## src/rtl/router_outport_fifo.sv

```systemverilog
// rtl/router_outport_fifo.sv - per-output-port show-ahead flit FIFO with registered ready (optional status: OUTPORT_FIFO_STATUS_EN)
module router_outport_fifo #(
  parameter int FLIT_W       = 32,
  parameter int DEPTH        = 4,
  parameter int ADDR_W       = 2,
  parameter int READY_MARGIN = 1
) (
  input  logic              clk,
  input  logic              rst,
  input  logic              wr_en,
  input  logic [FLIT_W-1:0] data_in,
  output logic              ready_out,
  output logic              valid_out,
  output logic [FLIT_W-1:0] data_out,
  input  logic              rd_ack,
`ifdef OUTPORT_FIFO_STATUS_EN
  output logic [ADDR_W:0]   occupancy,
  output logic [ADDR_W:0]   peak,
`endif
  output logic              overflow
);

  // Free-slot arithmetic is one bit wider than the pointers so DEPTH itself fits.
  localparam logic [ADDR_W+1:0] DEPTH_W  = DEPTH[ADDR_W+1:0];
  localparam logic [ADDR_W+1:0] MARGIN_W = READY_MARGIN[ADDR_W+1:0];

  logic [FLIT_W-1:0] mem_q [DEPTH];

  logic [ADDR_W:0]   wr_ptr_q, wr_ptr_d;
  logic [ADDR_W:0]   rd_ptr_q, rd_ptr_d;
  logic              ready_q, ready_d;
  logic              overflow_q, overflow_d;

  logic              empty, full;
  logic              wr_fire, rd_fire;
  logic [ADDR_W:0]   count_next;
  logic [ADDR_W+1:0] free_next;

  // Occupancy flags and next-state pointers, all from the registered pointers.
  always_comb begin
    empty      = (wr_ptr_q == rd_ptr_q);
    full       = (wr_ptr_q[ADDR_W-1:0] == rd_ptr_q[ADDR_W-1:0]) &&
                 (wr_ptr_q[ADDR_W] != rd_ptr_q[ADDR_W]);
    // A full buffer rejects writes even when a read frees a slot this cycle.
    wr_fire    = wr_en && !full;
    rd_fire    = rd_ack && !empty;
    wr_ptr_d   = wr_ptr_q + {{ADDR_W{1'b0}}, wr_fire};
    rd_ptr_d   = rd_ptr_q + {{ADDR_W{1'b0}}, rd_fire};
    count_next = wr_ptr_d - rd_ptr_d;
    free_next  = DEPTH_W - {1'b0, count_next};
    // Ready holds back READY_MARGIN slots for flits already launched upstream.
    ready_d    = (free_next > MARGIN_W);
    overflow_d = overflow_q || (wr_en && full);
  end

  // Pointer, ready and sticky overflow registers.
  always_ff @(posedge clk or posedge rst) begin
    if (rst) begin
      wr_ptr_q   <= '0;
      rd_ptr_q   <= '0;
      ready_q    <= 1'b0;
      overflow_q <= 1'b0;
    end else begin
      wr_ptr_q   <= wr_ptr_d;
      rd_ptr_q   <= rd_ptr_d;
      ready_q    <= ready_d;
      overflow_q <= overflow_d;
    end
  end

  // Flit storage; contents are left untouched by reset.
  always_ff @(posedge clk) begin
    if (wr_fire) begin
      mem_q[wr_ptr_q[ADDR_W-1:0]] <= data_in;
    end
  end

  assign ready_out = ready_q;
  assign overflow  = overflow_q;
  assign valid_out = !empty;
  assign data_out  = mem_q[rd_ptr_q[ADDR_W-1:0]];

`ifdef OUTPORT_FIFO_STATUS_EN
  logic [ADDR_W:0] peak_q, peak_d;

  // High-water mark tracks the post-update occupancy.
  always_comb begin
    peak_d = (count_next > peak_q) ? count_next : peak_q;
  end

  // Peak register.
  always_ff @(posedge clk or posedge rst) begin
    if (rst) begin
      peak_q <= '0;
    end else begin
      peak_q <= peak_d;
    end
  end

  assign occupancy = wr_ptr_q - rd_ptr_q;
  assign peak      = peak_q;
`endif

endmodule

```

## config.mk

```make
export PLATFORM = sky130hd
export DESIGN_NAME = router_outport_fifo
export DESIGN_NICKNAME = d
export VERILOG_FILES = /design/src/rtl/router_outport_fifo.sv
export SDC_FILE = /design/constraint.sdc
export NUM_CORES = 1
export LEC_CHECK = 0
export BUFFER_PORTS_ARGS = -buffer_cell sky130_fd_sc_hd__buf_4
export CAP_MARGIN = 25
export CORE_ASPECT_RATIO = 0.7
export CORE_MARGIN = 2
export CORE_UTILIZATION = 30
export CTS_CLUSTER_SIZE = 8
export DETAILED_ROUTE_END_ITERATION = 6
export PLACE_DENSITY = 0.45
export SKIP_LAST_GASP = 1
export SYNTH_ARGS = -nofsm -noshare
export SYNTH_HDL_FRONTEND = slang
export SYNTH_SLANG_ARGS = --single-unit
```

## constraint.sdc

```tcl
create_clock -name clk -period 6 [get_ports clk]
set_clock_uncertainty 0.15 [all_clocks]
set_input_delay 0 -clock clk [delete_from_list [all_inputs] [get_ports clk]]
set_output_delay 0 -clock clk [all_outputs]
set_load 0.02 [all_outputs]
```

==> results of run 1 <==
final cells by class:
type | count | area share [%]
flip-flops and latches | 136 | 59.0
multi-input cells | 57 | 14.4
well taps | 225 | 4.11
repair buffers | 113 | 13.7
clock buffers | 17 | 6.21
clock inverters | 14 | 2.30
inverters | 5 | 0.274
power by group through the flow:
| stage | combinational (mW) | sequential (mW) | clock, mW |
|---|---|---|---|
| final | 1.32 | 1.35 | 1.01 |
| after floorplan | 0.857 | 1.37 | 0 |
| after CTS | 1.35 | 1.35 | 1.04 |
| after global routing | 1.43 | 1.37 | 1.08 |
| after global placement | 1.33 | 1.37 | 0 |
| after detailed placement | 1.32 | 1.37 | 0 |
cells by family (layout without fill, tap and decap cells):
logic type	after synthesis	after routing
AOI/OAI and AO/OA	2	2
xor gates and xnor gates	6	6
adders and majority gates	6	6
buffers and inverters	13	149
DFF	136	136
muxes	33	33
and+or+nand+nor	10	10
per-layer routing:
layer | vias to the layer above | routed length [um]
li1 | 1110 | -
met1 | 1264 | 4530
met2 | 63 | 4480
met3 | 8 | 413
met4 | 0 | 89
met5 | - | 0
worst max-delay path: cells and delay by family, from the launching register on:
family | cells | cell delay, ps
xor+xnor | 2 | 590
buf+inv | 1 | 110
fa+ha+maj | 3 | 960
flops | 1 | 460
mux | 1 | 170
compound gates | 1 | 850
registers in the layout, indices dropped and copies added (netlist names):
name and cells:
wr_ptr_q 3, ready_out 1, mem_q 128, overflow 1, rd_ptr_q 3
metrics by stage:
stage | total power, mW | area (um^2) | utilization (%)
floorplan | 2.23 | 5070 | -
global placement | 2.69 | 5910 | 35.9
detailed placement | 2.70 | 5910 | 35.9
CTS | 3.75 | 6850 | 41.7
global route | 3.87 | 6850 | 41.7
finish | 3.68 | 6850 | 41.7
cell usage in the layout (no fill, tap or decap), types with 3 or more instances in the layout:
cell type and instances:
buf_4 77, bufinv_16 3, clkbuf_16 17, clkinv_1 3, clkinv_2 3, dfrtp_1 6
dlygate4sd3_1 36, edfxtp_1 128, ha_1 5, inv_1 5, mux4_2 32, xor2_1 3
path summary, 6_finish.rpt:
path	from	endpoint	slack [ps]	depth (start not counted)
max	wr_ptr_q[1]	ready_out	2630	8
min	data_in[1]	mem_q[2][1]	190	2
max reg2reg	wr_ptr_q[1]	ready_out	2630	8
min reg2reg	overflow	overflow	310	1
max in group asynchronous	rst	rd_ptr_q[0]	4950	4
min in group asynchronous	rst	rd_ptr_q[2]	510	4
==> summary.txt, run 1 <==
Status
  • Status: completed

Global route
  • Met2 Use GR: between 10% and 20%
  • First-pass GRT wire length: ~15,000 um
  • Initial antenna violation count: 0
  • Total grt overflow: 0
  • Largest net degree at the start of global routing: 34
  • Met1 Track Usage GR: ~15%
  • Vias in the first global route: between 2,000 and 3,000
  • Tot GR Track Use: 11.2%
  • Met3 Use GR: about 3%
  • Global route hottest layer: met2

Clock network
  • Worst-Skew Late Latency: 400 ps
  • Clock Path Buffers: 2
  • Htree depth: 4
  • Post CTS Setup Buffer Count: 0
  • Clock-pin slew of the registers on the worst-case setup and hold paths: 60 ps
  • Hold_buf cts: 36
  • Clk sinks: 136
  • Root Buffer: clkbuf_16
  • Total CTS buffers: 17
  • Cells resized by post-CTS repair: 0
  • CTS tree: built

Synth
  • Mean cell area of the mapped netlist: 24.6 um^2
  • Seq cells post-synth: about 140
  • Syn Inst Count: ~210
  • Seq/Total Area, Yosys: between 70% and 80%
  • Synth top area cells: edfxtp_1 76%, mux4_2 14%, dfrtp_1 3.9%, ha_1 1.2%, xor2_1 0.52%
  • Share of the synthesized area in the top cell type: about 76%
  • Combinational family with the most area after synthesis: multiplexers
  • Mux cell area share after synthesis: 14.4%
  • EDFF count, synth: between 100 and 150
  • Share of async-settable or async-resettable flops after synthesis: between 5 and 6%
  • Cell variety after synth: 23
  • Mapped Area: between 0.005 and 0.006 mm^2
  • Post-synth top cells: 128 x edfxtp_1, 32 x mux4_2, 8 x dfrtp_1, 5 x ha_1, 5 x inv_1
  • Synthesis Warnings: 0
  • Syn_nets: 248
  • Simple logic cell fraction of the synthesized area: under 10%
  • Most common cell in the netlist: edfxtp_1
  • Top_reg_cell synth: edfxtp_1
  • Adder-cell area share of the yosys netlist: between 1.5 and 2%
  • Post-synthesis compound-gate area fraction: less than 1%
  • Post-Synth XOR/XNOR Area: ~1.5%
  • Leading area contributor after synthesis: edfxtp_1

Route
  • # DRC: 0
  • Final WL: 9520 um
  • Initial DRC count: 177
  • Drt pass-1 iters: 5
  • DR vias: around 2,400
  • Antenna Nets Post-Route: 0
  • Via density: 4.31
  • Drt wl/cell: 16.8 um

Hold path
  • Worst hold path type: in -> reg

Critical path
  • Critical path peak fanout: 6
  • Cell mode on critical path: ha_1
  • Worst path cell trace: xor2_1 > o31ai_1 > inv_1 > ha_1 > ha_1 > fa_1 > xnor3_1 > mux2i_1
  • CP Launch Type: flop
  • Crit path kind: reg -> reg
  • Critical path's slowest cell: o31ai_1
  • Crit path largest cell delay: ~850 ps
  • CP Capture Type: flop
  • Req. time, crit path: ~6200 ps
  • Crit path DAT: between 3000 and 4000 ps

Power and ir drop
  • VDD IR max: roughly 0.26 mV
  • Internal power: 2.54 mW
  • Clk pwr share: 27.5%
  • Lkg Pwr: 2.41 nW
  • Power share of the sequential group: roughly 37%
  • Net Sw Power: 1.14 mW
  • Combinational power share: 35.7%
  • PwrDens: around 540 mW/mm^2
  • Sw frac: a little over 30%

Timing
  • Final hold violation count: 0
  • Final Max Slew Viols: 0
  • Hold WS: 194 ps
  • Setup TNS: 0 ps
  • FMAX: between 0.2 and 0.3 GHz
  • Min Tclk post-route: roughly 3400 ps
  • Worst-Margin Slew: 990 ps
  • Slew headroom: about a third
  • Final worst slack: 2630 ps
  • RSZ-0062 raised after global routing: false
  • Final worst-path cycle share: a little under three fifths
  • Setup Viol. Count Final: 0

Place
  • Placer Congestion: roughly 0.66
  • IO Port Bufs: 70
  • DPL Wire Length: ~5400 um
  • Pre-CTS setup slack: ~2600 ps
  • Placed cells: 500

Floorplan
  • Die width: around 160 um
  • Die Ht: around 110 um
  • Ports: between 70 and 80
  • Initial Utilization: a little under a third
  • Die area: 0.0180 mm^2
  • Row count: 39
  • Core ar.: about 0.016 mm^2

Cells and area
  • Fin cells: between 500 and 600
  • # fillers: 1,488
  • Area grow syn2layout: 35.2%
  • Register Area: roughly 0.004 mm^2
  • Nets: roughly 370
  • Fraction of layout cells with a size suffix above 1: about 42%
  • Footprint of the multi-input gates: ~980 um^2
  • N_diodes: 0

Job
  • Max_cap viols: 0
No activity file was read; power rests on OpenSTA's default activity.
==> inputs of run 2 (changes only) <==
Settings changed: ABC_AREA set to 1, PLACE_DENSITY 0.45 to 0.47.
Clock period 6 ns to 2.8 ns, I/O delays scaled along.
==> summary.txt, run 2 <==
Status
  • Status: completed

Hold path
  • Hold wc startpoint: data_in[4]
  • Worst hold path type: in -> reg
  • WHS Path Cells: 2
  • Worst-case hold path end point: mem_q[0][4]

Critical path
  • Worst path cell trace: xor2_2 > nand3_2 > nand2_2 > inv_1 > ha_1 > ha_1 > fa_1 > inv_1 > nand2_1 > nand2_1 > nand2_1 > inv_1 > nand2_1 > nand3_1
  • CP Launch Type: flop
  • Req. time, crit path: between 2000 and 3000 ps
  • Worst reg2reg path startpoint: wr_ptr_q[2]
  • Crit path largest cell delay: roughly 600 ps
  • Critical path's slowest cell: fa_1
  • FF-to-FF setup slack: around 160 ps
  • Critical path peak fanout: 4
  • Worst reg2reg path depth: 14
  • CP bufs+invs: 3
  • Crit path max-delay family: adder cells
  • End of the worst register-to-register path: ready_out
  • CP Capture Type: flop
  • Crit path kind: reg -> reg
  • Cell mode on critical path: nand2_1
  • Crit path DAT: about 2800 ps

Global route
  • First-pass GRT wire length: around 18,000 um
  • Global route hottest layer: met2
  • Met3 Use GR: under 10%
  • Total grt overflow: 0
  • Vias in the first global route: about 3,300
  • Largest net degree at the start of global routing: 66
  • Met2 Use GR: between 20 and 25%
  • Initial antenna violation count: 0
  • Tot GR Track Use: around 13%
  • Met1 Track Usage GR: 16.8%

Power and ir drop
  • Lkg Pwr: ~2.5 nW
  • Combinational power share: around 40%
  • VDD IR max: roughly 0.48 mV
  • Net Sw Power: 3.23 mW
  • Total power draw: 8.46 mW
  • Internal power: 5.22 mW
  • PwrDens: around 1200 mW/mm^2
  • Power share of the sequential group: 34.3%
  • Sw frac: 38.2%
  • Clk pwr share: roughly 25%

Route
  • Drt pass-1 iters: 4
  • # DRC: 0
  • DR vias: between 3,000 and 4,000
  • Drt wl/cell: between 15 and 20 um
  • Final WL: 11,600 um
  • Initial DRC count: 186
  • Via density: 4.58
  • Antenna Nets Post-Route: 0

Synth
  • Synthesis Warnings: 0
  • Top_reg_cell synth: edfxtp_1
  • Syn Inst Count: between 300 and 400
  • Mapped Area: 0.00528 mm^2
  • Syn_nets: roughly 420
  • Mean cell area of the mapped netlist: 13.9 um^2
  • Seq/Total Area, Yosys: 76.6%
  • Leading area contributor after synthesis: edfxtp_1
  • Share of async-settable or async-resettable flops after synthesis: under 10%
  • Share of the synthesized area in the top cell type: between 70% and 80%
  • Seq cells post-synth: approximately 140
  • Post-synth top cells: 128 x edfxtp_1, 68 x nor2_1, 59 x o21ai_0, 32 x o22ai_1, 24 x nand2_1
  • EDFF count, synth: between 100 and 150
  • Cell variety after synth: 24
  • Most common cell in the netlist: edfxtp_1
  • Synth top area cells: edfxtp_1 73%, o21ai_0 5.6%, nor2_1 4.8%, dfrtp_1 3.8%, o22ai_1 3.8%

Place
  • DPL Wire Length: 6450 um
  • IO Port Bufs: 70
  • Placer Congestion: slightly above 0.7

Floorplan
  • Die area: between 0.015 and 0.02 mm^2
  • Row count: 40
  • Initial Utilization: between 30 and 40%
  • Core ar.: ~0.017 mm^2
  • Ports: approximately 70
  • Die Ht: between 100 and 150 um
  • Die width: ~160 um

Cells and area
  • N_diodes: 0
  • Most common cell after layout, fill and taps aside: edfxtp_1
  • Fraction of layout cells with a size suffix above 1: between 20% and 30%
  • Most frequent cells in the layout: 128 x edfxtp_1, 77 x buf_4, 64 x nor2_1, 58 x o21ai_0, 36 x dlygate4sd3_1
  • Nets: 535
  • # fillers: between 1,500 and 2,000
  • Max reg flops: around 130
  • Area grow syn2layout: 33.1%

Clock network
  • Clk sinks: 136
  • Htree depth: 4
  • Post CTS Setup Buffer Count: 0
  • Clock Path Buffers: 2
  • Total CTS buffers: 17
  • Clock-pin slew of the registers on the worst-case setup and hold paths: roughly 60 ps
  • CTS tree: built
  • Worst-Skew Late Latency: roughly 400 ps
  • Root Buffer: clkbuf_16

Timing
  • Final hold violation count: 0
  • Worst-Margin Slew: about 690 ps
  • Final worst-path cycle share: 94.2%
  • Min Tclk post-route: around 2600 ps
  • Setup TNS: 0 ps
  • Hold WS: around 180 ps
  • Final Max Slew Viols: 0
  • Setup Viol. Count Final: 0
  • Slew headroom: 53.8%
  • RSZ-0062 raised after global routing: true
  • FMAX: 0.379 GHz

Job
  • Max_cap viols: 0
[run 2: changes by cell type in the layout (fill, tap and decap cells not counted), sizes merged, moves of 3 or more]
cell	previous run	this run
inv	6	22
o22ai	0	32
clkinvlp	2	5
mux4	32	0
nand2	1	25
nor2	1	68
clkinv	8	5
nand3	0	4
o21ai	0	65
[run 2: cells by family (layout without fill, tap and decap cells)]
kind of cell | after synthesis | after routing | synth area share [%]
AOI/OAI and AO/OA | 98 | 98 | 10.1
xor gates and xnor gates | 4 | 4 | 0.806
adders and majority gates | 6 | 6 | 1.57
buffers and inverters | 37 | 164 | 3.63
DFF | 136 | 136 | 76.6
and+or+nand+nor | 98 | 98 | 7.26
[run 2: final cells by class]
| cell class | instances | area (um^2) | share of cell area, % |
|---|---|---|---|
| tap | 231 | 289 | 4.11 |
| timing repair buffer | 114 | 958 | 13.6 |
| multi-input combinational | 206 | 1090 | 15.5 |
| clock buffer | 17 | 425 | 6.06 |
| sequential | 136 | 4050 | 57.6 |
| inverter | 18 | 72.6 | 1.03 |
| clock inverter | 15 | 146 | 2.08 |
[run 2: power by group through the flow]
stage	Combinational [mW]	Clock, mW	Sequential (mW)
3_5_place_dp	3.44	0	2.93
6_report	3.44	2.11	2.90
5_1_grt	3.81	2.25	2.94
4_1_cts	3.49	2.17	2.89
3_3_place_gp	3.41	0	2.92
2_1_floorplan	2.17	0	2.94
[run 2: stage by stage]
step	setup slack, ps	instance area (um^2)	cells	utilization, %
4_1_cts	101	7010	737	40.8
5_1_grt	-32.2	7020	737	40.9
3_3_place_gp	149	6070	669	35.4
2_1_floorplan	35.1	5280	379	-
6_report	162	7020	737	40.9
3_5_place_dp	113	6070	669	35.4
[run 2: per-layer routing]
metal	routed length, um	up-vias
li1	-	1616
met2	5390	87
met5	0	-
met1	5500	1658
met4	133	0
met3	590	14
[run 2: worst max path at each step]
stage	start	end	slack (ps)	cells past startpoint
CTS	wr_ptr_q[1]	ready_out	100	15
floorplan	rd_ptr_q[0]	mem_q[0][0]	40	5
global placement	wr_ptr_q[1]	ready_out	150	15
global route	wr_ptr_q[1]	ready_out	-30	15
finish	wr_ptr_q[2]	ready_out	160	14
detailed placement	wr_ptr_q[1]	ready_out	110	15
[run 2: what timing repair did]
item                                    4_1_cts  5_1_grt
endpoints found under the setup margin        0        4
hold buffers                                 36        0
hold endpoints to repair                    140        0
resized for setup                             0        5
==> inputs of run 3 (changes only) <==
Settings changed: PLACE_DENSITY 0.47 to 0.45.
Clock period 2.8 ns to 3.42 ns, I/O delays scaled along.
==> summary.txt, run 3 (synthesis results as in run 2) <==
Critical path
  • CP Launch Point: wr_ptr_q[2]
  • CP bufs+invs: 3
  • Critical path peak fanout: 5
  • Req. time, crit path: around 3600 ps
  • Worst path cell trace: xor2_1 > nand3_2 > nand2_2 > inv_1 > ha_1 > ha_1 > fa_1 > inv_1 > nand2_1 > nand2_1 > nand2_1 > inv_1 > nand2_1 > nand3_1
  • Crit path DAT: 2960 ps
  • Crit path largest cell delay: 580 ps
  • Cell mode on critical path: nand2_1
  • Crit path max-delay family: adder cells
  • CP Launch Type: flop
  • CP Capture Type: flop
  • Worst reg2reg path startpoint: wr_ptr_q[2]
  • Critical path's slowest cell: fa_1
  • Crit path kind: reg -> reg
  • WP depth: 14
  • Worst reg2reg path depth: 14

Hold path
  • Hold wc startpoint: data_in[20]
  • WHS Path Cells: 2
  • Worst hold path type: in -> reg

Route
  • Drt pass-1 iters: 4
  • Initial DRC count: between 150 and 200
  • Drt wl/cell: approximately 16 um
  • # DRC: 0
  • Via density: around 4.5
  • DR vias: 3,267
  • Final WL: around 12,000 um
  • Antenna Nets Post-Route: 0

Power and ir drop
  • Net Sw Power: roughly 2.6 mW
  • Combinational power share: 40.6%
  • VDD IR max: between 0.4 and 0.5 mV
  • Sw frac: between 30 and 40%
  • Clk pwr share: about 25%
  • PwrDens: approximately 980 mW/mm^2
  • Lkg Pwr: about 2.5 nW
  • Internal power: roughly 4.3 mW
  • Power share of the sequential group: around a third

Timing
  • FMAX: between 0.3 and 0.4 GHz
  • Setup TNS: 0 ps
  • Final Max Slew Viols: 0
  • Final worst-path cycle share: between 80 and 90%
  • Worst-Margin Slew: roughly 680 ps
  • Setup Viol. Count Final: 0
  • RSZ-0062 raised after global routing: false
  • Slew headroom: between 50% and 60%
  • Min Tclk post-route: between 2000 and 3000 ps
  • Final hold violation count: 0

Clock network
  • Total CTS buffers: 17
  • Post CTS Setup Buffer Count: 0
  • Htree depth: 4
  • Worst-Skew Late Latency: around 410 ps
  • Clk sinks: 136
  • Cells resized by post-CTS repair: 0
  • Root Buffer: clkbuf_16
  • Clock Path Buffers: 2
  • CTS tree: built
  • Clock-pin slew of the registers on the worst-case setup and hold paths: ~60 ps
  • Hold_buf cts: 36

Floorplan
  • Core ar.: about 0.017 mm^2
  • Die area: ~0.019 mm^2
  • Ports: 71
  • Row count: 40
  • Initial Utilization: a little under a third
  • Die Ht: 115 um
  • Die width: between 150 and 200 um

Place
  • IO Port Bufs: 70
  • Placer Congestion: between 0.7 and 0.8
  • DPL Wire Length: ~6600 um

Global route
  • Total grt overflow: 0
  • Initial antenna violation count: 0
  • Largest net degree at the start of global routing: 66
  • Vias in the first global route: 3,253
  • Tot GR Track Use: a little over an eighth
  • First-pass GRT wire length: ~18,000 um

Cells and area
  • Area grow syn2layout: 32.5%
  • Max reg flops: between 100 and 150
  • Final core occ: between 40% and 50%
  • Nets: 533
  • Fraction of layout cells with a size suffix above 1: about 22%
  • Most common cell after layout, fill and taps aside: edfxtp_1
  • N_diodes: 0
  • Most frequent cells in the layout: 128 x edfxtp_1, 74 x buf_4, 64 x nor2_1, 59 x o21ai_0, 36 x dlygate4sd3_1

Job
  • Max_cap viols: 0

Status
  • Status: completed
==> run 3: path summary, 6_finish.rpt <==
kind	end	slack (ps)
worst max-delay path	ready_out	600
worst min-delay path	mem_q[0][20]	190
worst max register to register	ready_out	600
worst min register to register	overflow	340
max in group asynchronous	rd_ptr_q[0]	2350
min in group asynchronous	overflow	510
==> run 3: routing by layer <==
layer  global-route usage (%)  vias up  part of all wire, %
met3                     3.54       14                  4.3
met1                     18.3     1572                   50
met5                        0        -                    0
met2                     19.7       70                   45
met4                     5.31        0                  1.3
li1                         -     1611                    -
==> run 3: worst reg2reg max path, cell delays in order (launching register included) <==
cell	delay (ps)
dfrtp_1	410
xor2_1	260
nand3_2	120
nand2_2	220
inv_1	80
ha_1	180
ha_1	310
fa_1	580
inv_1	60
nand2_1	60
nand2_1	50
nand2_1	70
inv_1	40
nand2_1	50
nand3_1	60
==> run 3: area by class of cell <==
class / instances / area (um^2)
clock buffers: 17 / 425
clock inverters: 14 / 134
fillers: 1635 / 10200
inverters: 18 / 70.1
multi-input cells: 206 / 1070
flip-flops and latches: 136 / 4050
well taps: 231 / 289
repair buffers: 112 / 956
==> run 3: power groups by stage <==
stage	Sequential (mW)	Clock [mW]	Combinational [mW]
6_report	2.36	1.72	2.79
5_1_grt	2.40	1.83	3.13
4_1_cts	2.37	1.76	2.87
3_5_place_dp	2.40	0	2.83
3_3_place_gp	2.39	0	2.80
2_1_floorplan	2.41	0	1.78
==> run 3: through the flow <==
step	total power [mW]	setup slack, ps	instances	instance area (um^2)	hold slack, ps
after detailed placement	5.23	582	667	6070	-160
after floorplan	4.19	655	379	5280	-334
final	6.87	599	734	6990	189
after CTS	7.00	568	734	6990	172
after global routing	7.36	357	734	6990	179
after global placement	5.19	629	667	6070	-161
